===== src/rtl/design05_sequencer_if.sv =====
// Handshake bundle between the round-robin sequencer, its two requesters
// and the mkDesign_05 port set it drives.
interface design05_sequencer_if #(
    parameter int W = 6
);
    logic         req0_valid;
    logic [W-1:0] req0_a;
    logic [W-1:0] req0_b;
    logic [W-1:0] req0_d;
    logic         req0_ready;
    logic         req1_valid;
    logic [W-1:0] req1_a;
    logic [W-1:0] req1_b;
    logic [W-1:0] req1_d;
    logic         req1_ready;

    logic         resp0_valid;
    logic [W-1:0] resp0_data;
    logic         resp0_err;
    logic         resp0_ready;
    logic         resp1_valid;
    logic [W-1:0] resp1_data;
    logic         resp1_err;
    logic         resp1_ready;

    logic [W-1:0] dut_start_a;
    logic [W-1:0] dut_start_b;
    logic         dut_EN_start;
    logic         dut_RDY_start;
    logic [W-1:0] dut_check_d;
    logic         dut_EN_check;
    logic [W-1:0] dut_check_val;
    logic         dut_RDY_check;

    logic         busy;
    logic [7:0]   done_count;

    // Sequencer side
    modport master (
        input  req0_valid, req0_a, req0_b, req0_d,
        input  req1_valid, req1_a, req1_b, req1_d,
        output req0_ready, req1_ready,
        output resp0_valid, resp0_data, resp0_err,
        output resp1_valid, resp1_data, resp1_err,
        input  resp0_ready, resp1_ready,
        output dut_start_a, dut_start_b, dut_EN_start,
        input  dut_RDY_start,
        output dut_check_d, dut_EN_check,
        input  dut_check_val, dut_RDY_check,
        output busy, done_count
    );

    // Requester / mkDesign_05 side
    modport slave (
        output req0_valid, req0_a, req0_b, req0_d,
        output req1_valid, req1_a, req1_b, req1_d,
        input  req0_ready, req1_ready,
        input  resp0_valid, resp0_data, resp0_err,
        input  resp1_valid, resp1_data, resp1_err,
        output resp0_ready, resp1_ready,
        input  dut_start_a, dut_start_b, dut_EN_start,
        output dut_RDY_start,
        input  dut_check_d, dut_EN_check,
        output dut_check_val, dut_RDY_check,
        input  busy, done_count
    );
endinterface


===== src/rtl/design05_sequencer.sv =====
// Two-requester round-robin sequencer in front of one mkDesign_05 instance.
// Each transaction fires start(a,b), then variable__check(d), and hands the
// captured result (or a timeout error) back to the requester that won.
module design05_sequencer #(
    parameter int W           = 6,
    parameter int CHK_TIMEOUT = 16,
    parameter int CW          = 5
) (
    input  logic                 CLK,
    input  logic                 RST,
    design05_sequencer_if.master bus
);

    typedef enum logic [1:0] {
        S_IDLE,
        S_START,
        S_CHECK,
        S_RESP
    } state_t;

    localparam logic [CW-1:0] TMO_LAST = CW'(CHK_TIMEOUT - 1);

    state_t       state_q, state_d;
    logic         prio_q, prio_d;
    logic         owner_q, owner_d;
    logic [W-1:0] a_q, a_d;
    logic [W-1:0] b_q, b_d;
    logic [W-1:0] d_q, d_d;
    logic [CW-1:0] tmo_q, tmo_d;
    logic [W-1:0] data_q, data_d;
    logic         err_q, err_d;
    logic [7:0]   done_q, done_d;

    logic grant0, grant1;
    logic start_fire, check_fire, resp_take;

    // Arbitration and handshake strobes; EN only ever follows its RDY
    always_comb begin
        grant0     = !RST && (state_q == S_IDLE) && bus.req0_valid
                     && (!bus.req1_valid || !prio_q);
        grant1     = !RST && (state_q == S_IDLE) && bus.req1_valid
                     && (!bus.req0_valid || prio_q);
        start_fire = (state_q == S_START) && bus.dut_RDY_start;
        check_fire = (state_q == S_CHECK) && bus.dut_RDY_check;
        resp_take  = (state_q == S_RESP)
                     && (owner_q ? bus.resp1_ready : bus.resp0_ready);
    end

    // Next-state and datapath: one transaction walks IDLE->START->CHECK->RESP
    always_comb begin
        state_d = state_q;
        prio_d  = prio_q;
        owner_d = owner_q;
        a_d     = a_q;
        b_d     = b_q;
        d_d     = d_q;
        tmo_d   = tmo_q;
        data_d  = data_q;
        err_d   = err_q;
        done_d  = done_q;
        case (state_q)
            S_IDLE: begin
                if (grant0 || grant1) begin
                    owner_d = grant1;
                    a_d     = grant1 ? bus.req1_a : bus.req0_a;
                    b_d     = grant1 ? bus.req1_b : bus.req0_b;
                    d_d     = grant1 ? bus.req1_d : bus.req0_d;
                    state_d = S_START;
                end
            end
            S_START: begin
                if (start_fire) begin
                    tmo_d   = '0;
                    state_d = S_CHECK;
                end
            end
            S_CHECK: begin
                if (check_fire) begin
                    data_d  = bus.dut_check_val;
                    err_d   = 1'b0;
                    state_d = S_RESP;
                end else if (tmo_q == TMO_LAST) begin
                    data_d  = '0;
                    err_d   = 1'b1;
                    state_d = S_RESP;
                end else begin
                    tmo_d = tmo_q + 1'b1;
                end
            end
            S_RESP: begin
                if (resp_take) begin
                    prio_d  = ~owner_q;
                    done_d  = done_q + 8'd1;
                    state_d = S_IDLE;
                end
            end
            default: state_d = S_IDLE;
        endcase
    end

    // State registers; reset aborts any transaction in flight immediately
    always_ff @(posedge CLK or posedge RST) begin
        if (RST) begin
            state_q <= S_IDLE;
            prio_q  <= 1'b0;
            owner_q <= 1'b0;
            a_q     <= '0;
            b_q     <= '0;
            d_q     <= '0;
            tmo_q   <= '0;
            data_q  <= '0;
            err_q   <= 1'b0;
            done_q  <= 8'd0;
        end else begin
            state_q <= state_d;
            prio_q  <= prio_d;
            owner_q <= owner_d;
            a_q     <= a_d;
            b_q     <= b_d;
            d_q     <= d_d;
            tmo_q   <= tmo_d;
            data_q  <= data_d;
            err_q   <= err_d;
            done_q  <= done_d;
        end
    end

    assign bus.req0_ready   = grant0;
    assign bus.req1_ready   = grant1;
    assign bus.dut_start_a  = a_q;
    assign bus.dut_start_b  = b_q;
    assign bus.dut_EN_start = start_fire;
    assign bus.dut_check_d  = d_q;
    assign bus.dut_EN_check = check_fire;
    assign bus.resp0_valid  = (state_q == S_RESP) && !owner_q;
    assign bus.resp1_valid  = (state_q == S_RESP) && owner_q;
    assign bus.resp0_data   = bus.resp0_valid ? data_q : '0;
    assign bus.resp1_data   = bus.resp1_valid ? data_q : '0;
    assign bus.resp0_err    = bus.resp0_valid && err_q;
    assign bus.resp1_err    = bus.resp1_valid && err_q;
    assign bus.busy         = (state_q != S_IDLE);
    assign bus.done_count   = done_q;

endmodule

===== src/flat_wrapper.sv =====
// flat-port wrapper written by rule: the top's interface ports become plain ports
module design05_sequencer_flat 
#(
    parameter int W           = 6,
    parameter int CHK_TIMEOUT = 16,
    parameter int CW          = 5
)
  (CLK, RST, bus_req0_valid, bus_req0_a, bus_req0_b, bus_req0_d, bus_req1_valid, bus_req1_a, bus_req1_b, bus_req1_d, bus_req0_ready, bus_req1_ready, bus_resp0_valid, bus_resp0_data, bus_resp0_err, bus_resp1_valid, bus_resp1_data, bus_resp1_err, bus_resp0_ready, bus_resp1_ready, bus_dut_start_a, bus_dut_start_b, bus_dut_EN_start, bus_dut_RDY_start, bus_dut_check_d, bus_dut_EN_check, bus_dut_check_val, bus_dut_RDY_check, bus_busy, bus_done_count);
  design05_sequencer_if #(.W(W)) bus_i ();
  input  logic CLK;
  input  logic RST;
  input wire logic [$bits(bus_i.req0_valid)-1:0] bus_req0_valid;
  input wire logic [$bits(bus_i.req0_a)-1:0] bus_req0_a;
  input wire logic [$bits(bus_i.req0_b)-1:0] bus_req0_b;
  input wire logic [$bits(bus_i.req0_d)-1:0] bus_req0_d;
  input wire logic [$bits(bus_i.req1_valid)-1:0] bus_req1_valid;
  input wire logic [$bits(bus_i.req1_a)-1:0] bus_req1_a;
  input wire logic [$bits(bus_i.req1_b)-1:0] bus_req1_b;
  input wire logic [$bits(bus_i.req1_d)-1:0] bus_req1_d;
  output wire logic [$bits(bus_i.req0_ready)-1:0] bus_req0_ready;
  output wire logic [$bits(bus_i.req1_ready)-1:0] bus_req1_ready;
  output wire logic [$bits(bus_i.resp0_valid)-1:0] bus_resp0_valid;
  output wire logic [$bits(bus_i.resp0_data)-1:0] bus_resp0_data;
  output wire logic [$bits(bus_i.resp0_err)-1:0] bus_resp0_err;
  output wire logic [$bits(bus_i.resp1_valid)-1:0] bus_resp1_valid;
  output wire logic [$bits(bus_i.resp1_data)-1:0] bus_resp1_data;
  output wire logic [$bits(bus_i.resp1_err)-1:0] bus_resp1_err;
  input wire logic [$bits(bus_i.resp0_ready)-1:0] bus_resp0_ready;
  input wire logic [$bits(bus_i.resp1_ready)-1:0] bus_resp1_ready;
  output wire logic [$bits(bus_i.dut_start_a)-1:0] bus_dut_start_a;
  output wire logic [$bits(bus_i.dut_start_b)-1:0] bus_dut_start_b;
  output wire logic [$bits(bus_i.dut_EN_start)-1:0] bus_dut_EN_start;
  input wire logic [$bits(bus_i.dut_RDY_start)-1:0] bus_dut_RDY_start;
  output wire logic [$bits(bus_i.dut_check_d)-1:0] bus_dut_check_d;
  output wire logic [$bits(bus_i.dut_EN_check)-1:0] bus_dut_EN_check;
  input wire logic [$bits(bus_i.dut_check_val)-1:0] bus_dut_check_val;
  input wire logic [$bits(bus_i.dut_RDY_check)-1:0] bus_dut_RDY_check;
  output wire logic [$bits(bus_i.busy)-1:0] bus_busy;
  output wire logic [$bits(bus_i.done_count)-1:0] bus_done_count;
  assign bus_i.req0_valid = bus_req0_valid;
  assign bus_i.req0_a = bus_req0_a;
  assign bus_i.req0_b = bus_req0_b;
  assign bus_i.req0_d = bus_req0_d;
  assign bus_i.req1_valid = bus_req1_valid;
  assign bus_i.req1_a = bus_req1_a;
  assign bus_i.req1_b = bus_req1_b;
  assign bus_i.req1_d = bus_req1_d;
  assign bus_req0_ready = bus_i.req0_ready;
  assign bus_req1_ready = bus_i.req1_ready;
  assign bus_resp0_valid = bus_i.resp0_valid;
  assign bus_resp0_data = bus_i.resp0_data;
  assign bus_resp0_err = bus_i.resp0_err;
  assign bus_resp1_valid = bus_i.resp1_valid;
  assign bus_resp1_data = bus_i.resp1_data;
  assign bus_resp1_err = bus_i.resp1_err;
  assign bus_i.resp0_ready = bus_resp0_ready;
  assign bus_i.resp1_ready = bus_resp1_ready;
  assign bus_dut_start_a = bus_i.dut_start_a;
  assign bus_dut_start_b = bus_i.dut_start_b;
  assign bus_dut_EN_start = bus_i.dut_EN_start;
  assign bus_i.dut_RDY_start = bus_dut_RDY_start;
  assign bus_dut_check_d = bus_i.dut_check_d;
  assign bus_dut_EN_check = bus_i.dut_EN_check;
  assign bus_i.dut_check_val = bus_dut_check_val;
  assign bus_i.dut_RDY_check = bus_dut_RDY_check;
  assign bus_busy = bus_i.busy;
  assign bus_done_count = bus_i.done_count;
  design05_sequencer #(.W(W), .CHK_TIMEOUT(CHK_TIMEOUT), .CW(CW)) u_core (.CLK(CLK), .RST(RST), .bus(bus_i));
endmodule

===== config.mk =====
export PLATFORM = sky130hd
export DESIGN_NAME = design05_sequencer_flat
export DESIGN_NICKNAME = d
export VERILOG_FILES = /design/src/rtl/design05_sequencer_if.sv /design/src/rtl/design05_sequencer.sv /design/src/flat_wrapper.sv
export SDC_FILE = /design/constraint.sdc
export NUM_CORES = 1
export LEC_CHECK = 0
export ABC_CLOCK_PERIOD_IN_PS = 2500
export BUFFER_PORTS_ARGS = -buffer_cell sky130_fd_sc_hd__buf_2
export CAP_MARGIN = 10
export CORE_MARGIN = 1
export CORE_UTILIZATION = 47
export DETAILED_ROUTE_END_ITERATION = 16
export HOLD_SLACK_MARGIN = 0.1
export PLACE_DENSITY = 0.76
export SLEW_MARGIN = 15
export SYNTH_ARGS = -nofsm -noshare
export SYNTH_HDL_FRONTEND = slang
export SYNTH_SLANG_ARGS = --single-unit

===== constraint.sdc =====
create_clock -name CLK -period 2.5 [get_ports CLK]
set_input_delay 0 -clock CLK [delete_from_list [all_inputs] [get_ports CLK]]
set_output_delay 0 -clock CLK [all_outputs]
set_load 0.05 [all_outputs]

Word level (Yosys, flattened, before mapping)
Cells that the tools add are included.

Bits of input ports: 50. Flip-flop bits (word level): 42. Word-level logic and storage cells: 72. Output and inout bits: 47.

Multiplexer cells: 20. Bitwise operators: 1. Reduce and logical (&&, ||, !) cells: 29. Add/subtract/negate cells: 2. Eq/ne operators: 10.

Operators by type and width (count): two-way mux 6 bit (7); two-way mux 5 bit (3); logical AND 1 bit (12); two-way mux 2 bit (5); one-hot mux 5 bit (2 select lines) (1); adder 8 x 1 -> 8 bit (second input constant) (1); inequality test 2 bit (second input constant) (4); one-hot mux 2 bit (4 select lines) (1); AND reduction 4 bit (2); AND reduction 2 bit (3); nonzero test 2 bit (3); adder 5 x 1 -> 5 bit (second input constant) (1); equality test 5 x 4 -> 1 bit (second input constant) (1); zero test 1 bit (5); equality test 2 bit (second input constant) (2); logical OR 1 bit (3); two-way mux 1 bit (3); inequality test 3 bit (second input constant) (1); equality test 2 x 1 -> 1 bit (second input constant) (1); zero test 2 bit (1); inequality test 2 x 1 -> 1 bit (second input constant) (1); NOT 1 bit (1).

Logic depth before layout (Yosys ltp)
Word-level depth: 7. Mapped depth: 8. Gate-level depth less buffers: 7.

Worst setup path after synthesis
OpenSTA, ideal clock, no wires.

Kind: reg2reg. From: register u_core.state_q[0]. To: register u_core.owner_q. Setup slack: 0.542 ns. Data required time: 2.338 ns. Stages on the path, launching flop included: 7. Period minus slack after synthesis: 1.958 ns. Arrival: 1.796 ns. Buffers on the path: 0. Cells stage by stage: dfrtp_1 inv_1 ha_1 nor2b_4 nand2_1 a21oi_1 o21bai_1.

Longest elaborated chain between the ends: 6. Elaborated cells between the ends (all ways): 8.

Ends and longest elaborated chain: start: declaration (line design05_sequencer.sv:23) `state_t state_q, state_d;`; start signal: assignment (line design05_sequencer.sv:115) `state_q <= state_d;`; zero test 2 bit (line design05_sequencer.sv:39) `grant0 = !RST && (state_q == S_IDLE) && bus.req0_valid`; logical AND 1 bit (2 in a row) (line design05_sequencer.sv:39); logical AND 1 bit (line design05_sequencer.sv:40) `&& (!bus.req1_valid || !prio_q);`; net bus_req0_ready (line flat_wrapper.sv:20) `output wire logic [$bits(bus_i.req0_ready)-1:0] bus_req0_ready;`; logical OR 1 bit (line design05_sequencer.sv:63) `if (grant0 || grant1) begin`; AND reduction 2 bit (no line); end signal: assignment (line design05_sequencer.sv:117) `owner_q <= owner_d;`; end: declaration (line design05_sequencer.sv:25) `logic owner_q, owner_d;`.

The timed path passes the listed nets, and every way through them passes these cells. A chain may end at the register's enable or synchronous reset.

Final worst setup path
From: register u_core.state_q[1]. To: register u_core.b_q[4] (netlist: u_core.bus.dut_start_b[4]).

Longest elaborated chain between the ends: 6. Elaborated cells between the ends (all ways): 9.

Ends and longest elaborated chain: zero test 2 bit * (line design05_sequencer.sv:39, design05_sequencer.sv:41, design05_sequencer.sv:61); logical AND 1 bit (line design05_sequencer.sv:39, design05_sequencer.sv:41); logical AND 1 bit, on equally long branches (line design05_sequencer.sv:39, design05_sequencer.sv:41); logical AND 1 bit, on equally long branches (line design05_sequencer.sv:40, design05_sequencer.sv:42); logical OR 1 bit (line design05_sequencer.sv:63); AND reduction 2 bit (no line); end signal: assignment (line design05_sequencer.sv:108) `b_q <= '0;`; end signal: assignment (line design05_sequencer.sv:119) `b_q <= b_d;`; end: declaration (line design05_sequencer.sv:27) `logic [W-1:0] b_q, b_d;`.

Every way passes the cells marked *; elsewhere a longest branch is shown, timed or not.

==> summary.txt <==
STA
  – Upper clock frequency limit: 413 MHz
  – Least-Margin Pin Slew: 920 ps
  – Count of final setup violators: 0
  – Number of slew-limit violations in the final report: 0
  – Setup TNS Final: 0 ps
  – Remaining max-slew budget at the tightest pin: 38.3%
  – Setup repair after global routing missed its margin: no
  – Fin Clk Skew: 1.55 ps
  – Endpoints failing hold: 0
  – Post-layout min period: 2420 ps
  – Crit share post-route: 97.0%

Synth
  – Synthesized netlist cell count: 203
  – Most frequently used flop master after synthesis: sky130_fd_sc_hd__dfrtp_1
  – Most numerous cell types in the synthesized netlist: sky130_fd_sc_hd__dfrtp_1 (42), sky130_fd_sc_hd__nand2_1 (27), sky130_fd_sc_hd__o21ai_1 (21)
  – Number of flip-flops and latches in the synthesized netlist: 42
  – Most common cell in the synthesized netlist: sky130_fd_sc_hd__dfrtp_1
  – Proportion of synthesized chip area in sequential cells: 49.2%
  – Count of synthesis-stage warnings from yosys: 0
  – Post-synthesis instance area: 0.00214 sq mm
  – Synthesized area per cell: 10.5 sq um
  – Proportion of synthesized flip-flops having asynchronous set or reset: 100%
  – Synth top area share: 49.2%
  – Mapped Nets: 261
  – Cell taking the most area after synthesis: sky130_fd_sc_hd__dfrtp_1
  – Count of flip-flops with a built-in enable after synthesis: 0
  – Largest cells by area after synthesis: sky130_fd_sc_hd__dfrtp_1 (49%), sky130_fd_sc_hd__mux2i_1 (9.4%), sky130_fd_sc_hd__o21ai_1 (4.9%)
  – Synth unique cells: 35

Route
  – Number of remaining DRC errors: 0
  – Routed wire length per instance: 14.9 microns
  – Router iterations before antenna repair: 4
  – Remaining antenna violation count after routing: 0
  – Routed via count divided by cell count: 5.15
  – First DRT Iteration DRCs: 112
  – Total via count after detailed routing: 2045
  – Total length of routed wires: 5900 microns

Clock network
  – CTS tree: yes
  – CTS root buffer: sky130_fd_sc_hd__clkbuf_8
  – CTS clock-pin slew for the worst setup and hold paths: 80 ps
  – Total clock buffers created by CTS: 5
  – Max clock buf depth: 2
  – H-Tree Depth: 2
  – Clock Sinks: 42
  – Insertion delay to the later sink of the worst-skew pair: 280 ps

Global routing
  – Global-route wire length before repair: 9330 microns
  – Via count of the first global-routing pass: 2033
  – Maximum number of pins on one net before global-route repair: 37
  – Initial antenna violation count: 0
  – GR Overflow Total: 0
  – Global-route total usage across every layer: 24.4%

Cells and area
  – Fin area: 0.00325 sq mm
  – Number of antenna repair diodes: 0
  – Fraction of final layout cells with drive strength greater than 1: 33.3%
  – Total Nets Final: 403
  – Area added between synthesis and finish: 52.3%

Worst setup path
  – Largest fanout on the critical path: 10
  – CP startpoint: u_core.state_q[1]
  – Worst Setup End Kind: register
  – Worst EP required: 2670 ps
  – Reg-to-reg setup timing slack: 80 ps
  – Type of the worst setup path: reg -> reg
  – R2r endpoint: u_core.bus.dut_start_b[4]
  – Crit path arrival time: 2590 ps
  – Worst setup SP type: register
  – Worst reg2reg startpoint: u_core.state_q[1]
  – FF-to-FF path depth: 8

Floorplanning
  – Boundary Pins: 97
  – Area enclosed by the die boundary: 0.00482 sq mm
  – Die Y-Extent: 69.4 microns
  – Count of standard-cell rows: 24
  – Initial cell density of the core: 49.1%
  – Standard cell core area: 0.00435 sq mm
  – X dimension of the die: 69.4 microns

Pwr
  – Power density cells: 1150 mW/mm^2
  – Worst voltage drop across the vdd grid: 0.651 mV
  – Leak: 1.68 nW

Placement
  – Number of buffers added on ports: 96
  – Total half-perimeter wirelength after legalization and detailed placement: 3500 microns
  – Standard cell area after detailed placement: 0.00264 sq mm
  – Routability Congestion: 0.774

Run
  – Max-cap violations: 0

Hold path
  – Worst hold path type: in -> reg
  – Hold worst-path end: u_core.tmo_q[4]
  – Startpoint of the lowest-slack hold path: bus_dut_RDY_check
  – Worst hold path cell count: 4

Status
  – Outcome: completed
==> per-layer routing <==
metal | track usage [%] | wire, microns | part of all wire (%)
met5 | 0 | 0 | 0
met4 | 15.0 | 249 | 4.2
met3 | 3.05 | 168 | 2.8
met2 | 42.2 | 3080 | 52
met1 | 28.8 | 2400 | 41
==> how the worst max path moves through the flow <==
stage,end,depth (start not counted),slack (ps)
finish,u_core.bus.dut_start_b[4],8,80
global placement,u_core.tmo_q[3],7,530
floorplan,u_core.owner_q,6,540
global route,u_core.bus.dut_start_b[4],8,10
detailed placement,u_core.tmo_q[3],7,460
CTS,u_core.bus.dut_check_d[2],8,90
==> logic make-up after synthesis <==
logic type,after synthesis,synth area share (%)
AND/OR/NAND/NOR,65,15.5
flip-flops,42,49.2
AO/OA/AOI/OAI,39,12.1
XOR/XNOR,7,2.87
adder cells (fa/ha/maj),8,4.69
multiplexers,23,11.1
buffers and inverters,19,4.51
==> state kept, by name (all words and copies together), names as in the netlist <==
signal	count
u_core.tmo_q	5
u_core.bus.dut_check_d	6
u_core.owner_q	1
u_core.prio_q	1
u_core.bus.dut_start_b	6
u_core.bus.done_count	8
u_core.err_q	1
u_core.data_q	6
u_core.bus.dut_start_a	6
u_core.state_q	2
==> through the flow <==
step                power, mW  utilization (%)  cells  setup slack (ps)  hold slack, ps
global route             3.95             74.7    397              10.0             159
detailed placement       3.10             60.6    343               459             157
global placement         3.05             60.6    343               525             151
finish                   3.75             74.7    397              76.1             127
CTS                      3.72             73.7    396              89.1             122
floorplan                2.66                -    203               542             133
==> area by class of cell <==
cell class / count / area [sq um]
Clock inverter: 1 / 30.0
Tap cell: 52 / 65.1
Fill cell: 312 / 1100
Sequential cell: 42 / 1050
Inverter: 8 / 30.0
Multi-Input combinational cell: 142 / 993
Timing Repair Buffer: 146 / 1000
Clock buffer: 6 / 82.6
==> cell usage in the layout, fill, tap and decap left out, drive strengths merged, types with 3 or more instances in the layout <==
master	netlist	routed
and2	10	10
nor2	6	6
mux2i	20	20
clkbuf	4	7
xor2	3	3
a21oi	3	3
ha	8	8
a22o	7	7
buf	4	99
dfrtp	42	42
xnor2	4	4
mux2	3	3
o21ai	23	23
nand2	27	27
nand3	4	4
and3	9	9
inv	8	7
dlygate4sd3	0	46
==> worst max-delay path, stage by stage (launching register included) <==
cell                            delay (ps)
sky130_fd_sc_hd__dfrtp_1               440
sky130_fd_sc_hd__inv_1                 120
sky130_fd_sc_hd__ha_1                  210
sky130_fd_sc_hd__nor2b_4               200
sky130_fd_sc_hd__and3_2                270
sky130_fd_sc_hd__buf_12                170
sky130_fd_sc_hd__mux2i_1               250
sky130_fd_sc_hd__dlygate4sd3_1         580
sky130_fd_sc_hd__o21ai_1                50
==> power breakdown <==
group	switching (mW)	internal (mW)
sequential	0.220	0.950
clock	0.221	0.320
combinational	1.41	0.639
total	1.85	1.91
==> repair_timing <==
item	in CTS	in global routing
hold buffers	46	0
endpoints found under the hold margin	51	0
setup endpoints to repair	0	18
gates resized for setup	0	5
buffers inserted	0	0
No activity file was read; power rests on OpenSTA's default activity.
